**config.mk**
```make
export PLATFORM = sky130hd
export DESIGN_NAME = user_cmd_bank
export DESIGN_NICKNAME = d
export VERILOG_FILES = /design/src/rtl/cmd_bank_pkg.sv /design/src/rtl/cmd_bank_settle_filter.sv /design/src/rtl/user_cmd_bank.sv
export SDC_FILE = /design/constraint.sdc
export NUM_CORES = 1
export LEC_CHECK = 0
export BUFFER_PORTS_ARGS = -buffer_cell sky130_fd_sc_hd__buf_2
export CAP_MARGIN = 20
export CORE_ASPECT_RATIO = 1.1
export CORE_MARGIN = 3
export CORE_UTILIZATION = 30
export CTS_CLUSTER_DIAMETER = 60
export CTS_CLUSTER_SIZE = 25
export DETAILED_ROUTE_END_ITERATION = 10
export GPL_TIMING_DRIVEN = 0
export HOLD_SLACK_MARGIN = 0.03
export MAX_ROUTING_LAYER = met4
export PLACE_DENSITY_LB_ADDON = 0.3
export SETUP_SLACK_MARGIN = 0.1
export SYNTH_ARGS = -nofsm -noshare
export SYNTH_HDL_FRONTEND = slang
export SYNTH_SLANG_ARGS = --single-unit
```
**constraint.sdc**
```tcl
create_clock -name clk -period 6.2 [get_ports clk]
set_clock_uncertainty 0.2 [all_clocks]
set_input_delay 0.62 -clock clk [delete_from_list [all_inputs] [get_ports clk]]
set_output_delay 0.62 -clock clk [all_outputs]
set_load 0.02 [all_outputs]
```
**src/rtl/cmd_bank_pkg.sv**
```systemverilog
// Shared types and helpers for the user-register command bank.
//   state_e      : bank FSM states
//   COMMIT_CNT_W : width of the commit counter
//   reg_slice()  : extract register i of width w from a packed register bus
package cmd_bank_pkg;

  typedef enum logic [1:0] {IDLE, SETTLE, PENDING, APPLY} state_e;

  localparam int COMMIT_CNT_W = 16;

  // Upper bounds for reg_slice; callers zero-extend the bus and truncate the result.
  localparam int MAX_BUS_W = 4096;
  localparam int MAX_REG_W = 64;

  function automatic logic [MAX_REG_W-1:0] reg_slice(input logic [MAX_BUS_W-1:0] bus,
                                                     input int i, input int w);
    return MAX_REG_W'(bus >> (i * w));
  endfunction

endpackage

```
**src/rtl/cmd_bank_settle_filter.sv**
```systemverilog
// cmd_settle_filter: input register plus stability filter.
//   data_i  : raw register bus, registered into in_q every cycle
//   load_i  : restart filtering (cand <= in_q, counter cleared)
//   count_i : advance the stability counter
//   in_q_o  : registered input bus
//   cand_o  : candidate value under observation
//   diff_o  : in_q differs from the candidate
//   done_o  : candidate has been stable for STABLE_CYC cycles
module cmd_settle_filter #(
  parameter int BUS_W      = 128,
  parameter int STABLE_CYC = 4
) (
  input  logic             clk,
  input  logic             rst_n,
  input  logic [BUS_W-1:0] data_i,
  input  logic             load_i,
  input  logic             count_i,
  output logic [BUS_W-1:0] in_q_o,
  output logic [BUS_W-1:0] cand_o,
  output logic             diff_o,
  output logic             done_o
);
  // One extra bit keeps CNT_W >= 1 even for STABLE_CYC == 1.
  localparam int CNT_W = $clog2(STABLE_CYC + 1);

  logic [BUS_W-1:0] in_q, cand_q, cand_d;
  logic [CNT_W-1:0] cnt_q, cnt_d;

  always_comb begin
    cand_d = cand_q;
    cnt_d  = cnt_q;
    if (load_i) begin
      cand_d = in_q;
      cnt_d  = '0;
    end else if (count_i) begin
      cnt_d = cnt_q + CNT_W'(1);
    end
  end

  always_ff @(posedge clk or negedge rst_n) begin
    if (!rst_n) begin
      in_q   <= '0;
      cand_q <= '0;
      cnt_q  <= '0;
    end else begin
      in_q   <= data_i;
      cand_q <= cand_d;
      cnt_q  <= cnt_d;
    end
  end

  assign in_q_o = in_q;
  assign cand_o = cand_q;
  assign diff_o = (in_q != cand_q);
  assign done_o = (cnt_q == CNT_W'(STABLE_CYC - 1));

endmodule

```
**src/rtl/user_cmd_bank.sv**
```systemverilog
// user_cmd_bank: filters SPI user-register writes, holds a stable set as
// pending, and commits the whole set atomically while update_disable is low.
//   user_register_i : raw register file, reg i at [(i+1)*REG_W-1 : i*REG_W]
//   update_disable  : 1 = frame in progress, commits blocked
//   ur_active_o     : committed register set
//   ur_changed_o    : per-register changed mask of the last commit
//   cmd_updated_o   : 1-cycle pulse per commit
//   cmd_strobe_o    : 1-cycle pulse on a commit that changed register CMD_IDX
//   pending_o       : a settled set is waiting for update_disable to fall
//   commit_cnt_o    : wrapping commit counter
module user_cmd_bank
  import cmd_bank_pkg::*;
#(
  parameter int N_REGS     = 8,
  parameter int REG_W      = 16,
  parameter int STABLE_CYC = 4,
  parameter int CMD_IDX    = 0
) (
  input  logic                    clk,
  input  logic                    rst_n,
  input  logic                    update_disable,
  input  logic [N_REGS*REG_W-1:0] user_register_i,
  output logic [N_REGS*REG_W-1:0] ur_active_o,
  output logic [N_REGS-1:0]       ur_changed_o,
  output logic                    cmd_updated_o,
  output logic                    cmd_strobe_o,
  output logic                    pending_o,
  output logic [COMMIT_CNT_W-1:0] commit_cnt_o
);
  localparam int BUS_W = N_REGS * REG_W;

  state_e                  state_q, state_d;
  logic [BUS_W-1:0]        shadow_q, shadow_d, active_q, active_d;
  logic [N_REGS-1:0]       changed_q, changed_d, changed_vec;
  logic                    upd_q, upd_d, strobe_q, strobe_d;
  logic [COMMIT_CNT_W-1:0] commit_cnt_q, commit_cnt_d;

  logic [BUS_W-1:0] in_q, cand;
  logic             load, count, diff, done;

  cmd_settle_filter #(.BUS_W(BUS_W), .STABLE_CYC(STABLE_CYC)) u_filter (
    .clk     (clk),
    .rst_n   (rst_n),
    .data_i  (user_register_i),
    .load_i  (load),
    .count_i (count),
    .in_q_o  (in_q),
    .cand_o  (cand),
    .diff_o  (diff),
    .done_o  (done)
  );

  for (genvar i = 0; i < N_REGS; i++) begin : g_mask
    assign changed_vec[i] =
      REG_W'(reg_slice(MAX_BUS_W'(shadow_q), i, REG_W)) !=
      REG_W'(reg_slice(MAX_BUS_W'(active_q), i, REG_W));
  end

  always_comb begin
    state_d      = state_q;
    shadow_d     = shadow_q;
    active_d     = active_q;
    changed_d    = changed_q;
    upd_d        = 1'b0;
    strobe_d     = 1'b0;
    commit_cnt_d = commit_cnt_q;
    load         = 1'b0;
    count        = 1'b0;
    case (state_q)
      IDLE: begin
        if (in_q != active_q) begin
          load    = 1'b1;
          state_d = SETTLE;
        end
      end
      SETTLE: begin
        if (diff) begin
          load = 1'b1;
          // Input went back to the committed set: nothing to commit.
          if (in_q == active_q) state_d = IDLE;
        end else if (cand == active_q) begin
          state_d = IDLE;
        end else if (done) begin
          shadow_d = cand;
          state_d  = PENDING;
        end else begin
          count = 1'b1;
        end
      end
      PENDING: begin
        // A new input beats a simultaneous update_disable release.
        if (in_q != shadow_q) begin
          load    = 1'b1;
          state_d = SETTLE;
        end else if (!update_disable) begin
          state_d = APPLY;
        end
      end
      APPLY: begin
        active_d     = shadow_q;
        changed_d    = changed_vec;
        upd_d        = 1'b1;
        strobe_d     = changed_vec[CMD_IDX];
        commit_cnt_d = commit_cnt_q + COMMIT_CNT_W'(1);
        state_d      = IDLE;
      end
      default: state_d = IDLE;
    endcase
  end

  always_ff @(posedge clk or negedge rst_n) begin
    if (!rst_n) begin
      state_q      <= IDLE;
      shadow_q     <= '0;
      active_q     <= '0;
      changed_q    <= '0;
      upd_q        <= 1'b0;
      strobe_q     <= 1'b0;
      commit_cnt_q <= '0;
    end else begin
      state_q      <= state_d;
      shadow_q     <= shadow_d;
      active_q     <= active_d;
      changed_q    <= changed_d;
      upd_q        <= upd_d;
      strobe_q     <= strobe_d;
      commit_cnt_q <= commit_cnt_d;
    end
  end

  assign ur_active_o   = active_q;
  assign ur_changed_o  = changed_q;
  assign cmd_updated_o = upd_q;
  assign cmd_strobe_o  = strobe_q;
  assign pending_o     = (state_q == PENDING);
  assign commit_cnt_o  = commit_cnt_q;

endmodule

```
==> metrics.txt <==
Slew @ Worst Pin 1.12 ns; final setup vio count 0; GP Congestion approximately 1.0; share of layout cells above drive strength 1 a little under a quarter; Critical Path Fanout Max 10; Arrival @ worst endpoint 5.61 ns; Final Slew Violations 0; clk root buf clkbuf_16; crit path to u_filter.cand_o[13]$_DFFE_PN0P_; R2R Setup Slk 0.90 ns; H-tree levels 2; Reg-to-Reg End u_filter.cand_o[13]$_DFFE_PN0P_; Sequential Area between 10000 and 15000 sq um; Period Utilization, post-route between 80% and 90%; CTS sink count approximately 540; Mean Syn Cell Area 11.8 sq um; DP Worst Slack between 1 and 1.5 ns; post-synthesis compound-gate area fraction less than 1%; Post-Synth Adder-Cell Area less than 1%; post-route cell area 32000 sq um; row cnt 111; peak supply drop 0.251 mV; PortBufs ~290; Setup crit end kind flip-flop; crit path time final between 5 and 6 ns; LEAKAGE 14.9 nW; final hold vios 0; vias approximately 19000; Setup Buffers After CTS 0; GRT overflow 0; DR iter-0 viols 1566; Die ar. about 90000 sq um; Initial Utilization 30.5%; residual DRC count 0; Hold Path Class input pin to flip-flop; cts bufs inserted between 50 and 60; hold_buf cts about 130; post-synth top area share between 50% and 60%; placed cell area around 29000 sq um; Layout fillers about 8200; RSZ-0062 raised after global routing false; worst r2r src ur_active_o[92]$_DFFE_PN0P_; post-route ant nets 0; Clock Tree Buf Depth 3; Synth Area in Simple Gates 11.5%; syn_nets between 2000 and 2500; mux contribution to synthesized area between 10% and 20%; status finished, final reports clean; Synth area leaders dfrtp_1 (53%), xor2_1 (11%), xnor2_1 (11%), mux2_2 (8.6%), nand2_1 (5.8%); startpoint types flip-flop; largest net degree at the start of global routing ~120; Vert. Die Dim around 310 microns; Total GRT Usage roughly a quarter; DR pass1 iterations 7; final core area utilization 38.1%; Synth cell types 35; synthesized instance count roughly 2200; Worst-path clk slew 0.07 ns; area occupied by multi-input gates 11800 sq um; clk_lat worst skew around 0.64 ns; Syn. warnings 0; TritonCTS clock tree built; antenna violations before repair 2; # IOs roughly 290; FF-to-FF path depth 8; headroom to the max-slew limit roughly a quarter; Die X-Extent approximately 280 microns; WL per Instance about 31 microns; post-cts resize count 0; FF+latch count, synth roughly 540; core area approximately 84000 sq um; Synth area leader dfrtp_1; power per cell area around 250 nW/um^2; Crit Path Category flip-flop to flip-flop; largest family of logic cells by synthesized area XOR/XNOR gates; worst endpoint required time 6.51 ns; Nets around 2800; Post-Route WL about 120000 microns; Post-Synth XOR/XNOR Area around 22%; Synth Cell Area around 26000 sq um; Critical Path Start ur_active_o[92]$_DFFE_PN0P_; Seq/Total Area, Yosys between 50 and 60%; final HPWL from detailed placement roughly 95000 microns; routed vias/inst around 5; fmax approximately 190 MHz; final setup margin roughly 0.90 ns; Area Overhead vs Synth 24.6%; first-pass GRT wire length 159000 microns; vias in the first global route 19200; max-capacitance violation count 0
## state kept, by name, indices dropped and copies added, names as in the netlist
signal           flops
cmd_strobe_o         1
cmd_updated_o        1
commit_cnt_o        16
shadow_q           128
state_q              2
u_filter.cand_o    128
u_filter.cnt_q       3
u_filter.in_q_o    128
ur_active_o        128
ur_changed_o         8
## layout by cell type (no fill, tap or decap), drive strengths merged, types with 2 or more instances in the layout
cell type / synthesis / layout
xnor2: 324 / 324
nor4: 103 / 103
nor2: 6 / 6
xor2: 329 / 329
buf: 29 / 321
clkinvlp: 0 / 2
mux2: 256 / 256
ha: 3 / 3
nand4: 108 / 108
o21ai: 13 / 13
dlygate4sd3: 0 / 129
nor3: 5 / 5
clkinv: 0 / 11
nor2b: 2 / 2
clkbuf: 28 / 93
and3: 2 / 2
bufinv: 0 / 4
nand3: 8 / 8
dfrtp: 543 / 543
a21oi: 4 / 4
a21o: 2 / 2
inv: 7 / 26
nand2: 399 / 399
## synth_stat cells, drive strengths merged
| cell | n |
|---|---|
| or4 | 1 |
| a21oi | 4 |
| a21o | 2 |
| and2 | 1 |
| mux2 | 256 |
| nor2 | 6 |
| o21a | 1 |
| a21boi | 1 |
| xnor2 | 324 |
| buf | 29 |
| dfrtp | 543 |
| ha | 3 |
| nand4b | 1 |
| nand4 | 108 |
| o21bai | 1 |
| a2bb2oi | 1 |
| or2 | 1 |
| nand3 | 8 |
| inv | 7 |
| clkbuf | 28 |
| o21ai | 13 |
| nor3 | 5 |
| a221oi | 1 |
| nand2 | 399 |
| and3 | 2 |
| a41oi | 1 |
| xor2 | 329 |
| o221ai | 1 |
| nor2b | 2 |
| nor4 | 103 |
## worst min path at each step
stage / cells past startpoint / from / slack (ns) / end
after detailed placement: 1 / commit_cnt_o[15]$_DFFE_PN0P_ / 0.27 / commit_cnt_o[15]$_DFFE_PN0P_
after floorplan: 0 / rst_n / 0.12 / cmd_strobe_o$_DFF_PN0_
after global routing: 4 / update_disable / 0.24 / state_q[0]$_DFFE_PN0P_
after CTS: 4 / update_disable / 0.18 / state_q[0]$_DFFE_PN0P_
final: 4 / update_disable / 0.24 / state_q[0]$_DFFE_PN0P_
after global placement: 1 / commit_cnt_o[15]$_DFFE_PN0P_ / 0.26 / commit_cnt_o[15]$_DFFE_PN0P_
## worst max-delay path, stage by stage (launching register included)
cell and delay (ns):
dfrtp_1 0.48, xor2_1 0.24, nor4_1 0.92, nand4_1 0.49
nor4_1 0.86, a41oi_1 0.35, a21oi_2 0.62, buf_2 0.59
mux2_2 0.39
## per-stage QoR
stage	total power [mW]	instances	TNS (ns)	hold WS, ns
after global placement	4.37	3597	-3750.85	0.258
after detailed placement	4.39	3604	0	0.269
after floorplan	3.98	2182	0	0.124
after CTS	8.13	3834	0	0.181
final	8.06	3835	0	0.241
after global routing	8.29	3835	0	0.238
## cell type report
class / instances / area share (%)
well taps: 1130 / 4.42
plain buffers: 57 / 0.915
multi-input cells: 1575 / 36.8
clock inverters: 36 / 1.53
clock buffers: 65 / 4.68
flip-flops and latches: 543 / 42.5
repair buffers: 421 / 9.09
inverters: 7 / 0.0822
diodes: 1 / 0.00782
## per-layer routing
metal | GRT usage [%] | part of all wire [%] | up-vias
li1 | - | - | 8313
met1 | 34.4 | 43 | 9863
met2 | 44.5 | 49 | 560
met3 | 3.22 | 4.4 | 120
met4 | 7.09 | 2.9 | 0
met5 | - | 0 | -
## report_power, final
| group | internal [mW] | switching, mW |
|---|---|---|
| combinational | 0.223 | 0.386 |
| sequential | 3.62 | 0.151 |
| clock | 1.98 | 1.69 |
## kinds of logic after synthesis
family / after synthesis
muxes: 256
DFF: 543
adders and majority gates: 3
and+or+nand+nor: 637
xor gates and xnor gates: 653
AOI/OAI and AO/OA: 26
buffers and inverters: 64
Note: power is estimated with default switching activity, not from simulation.
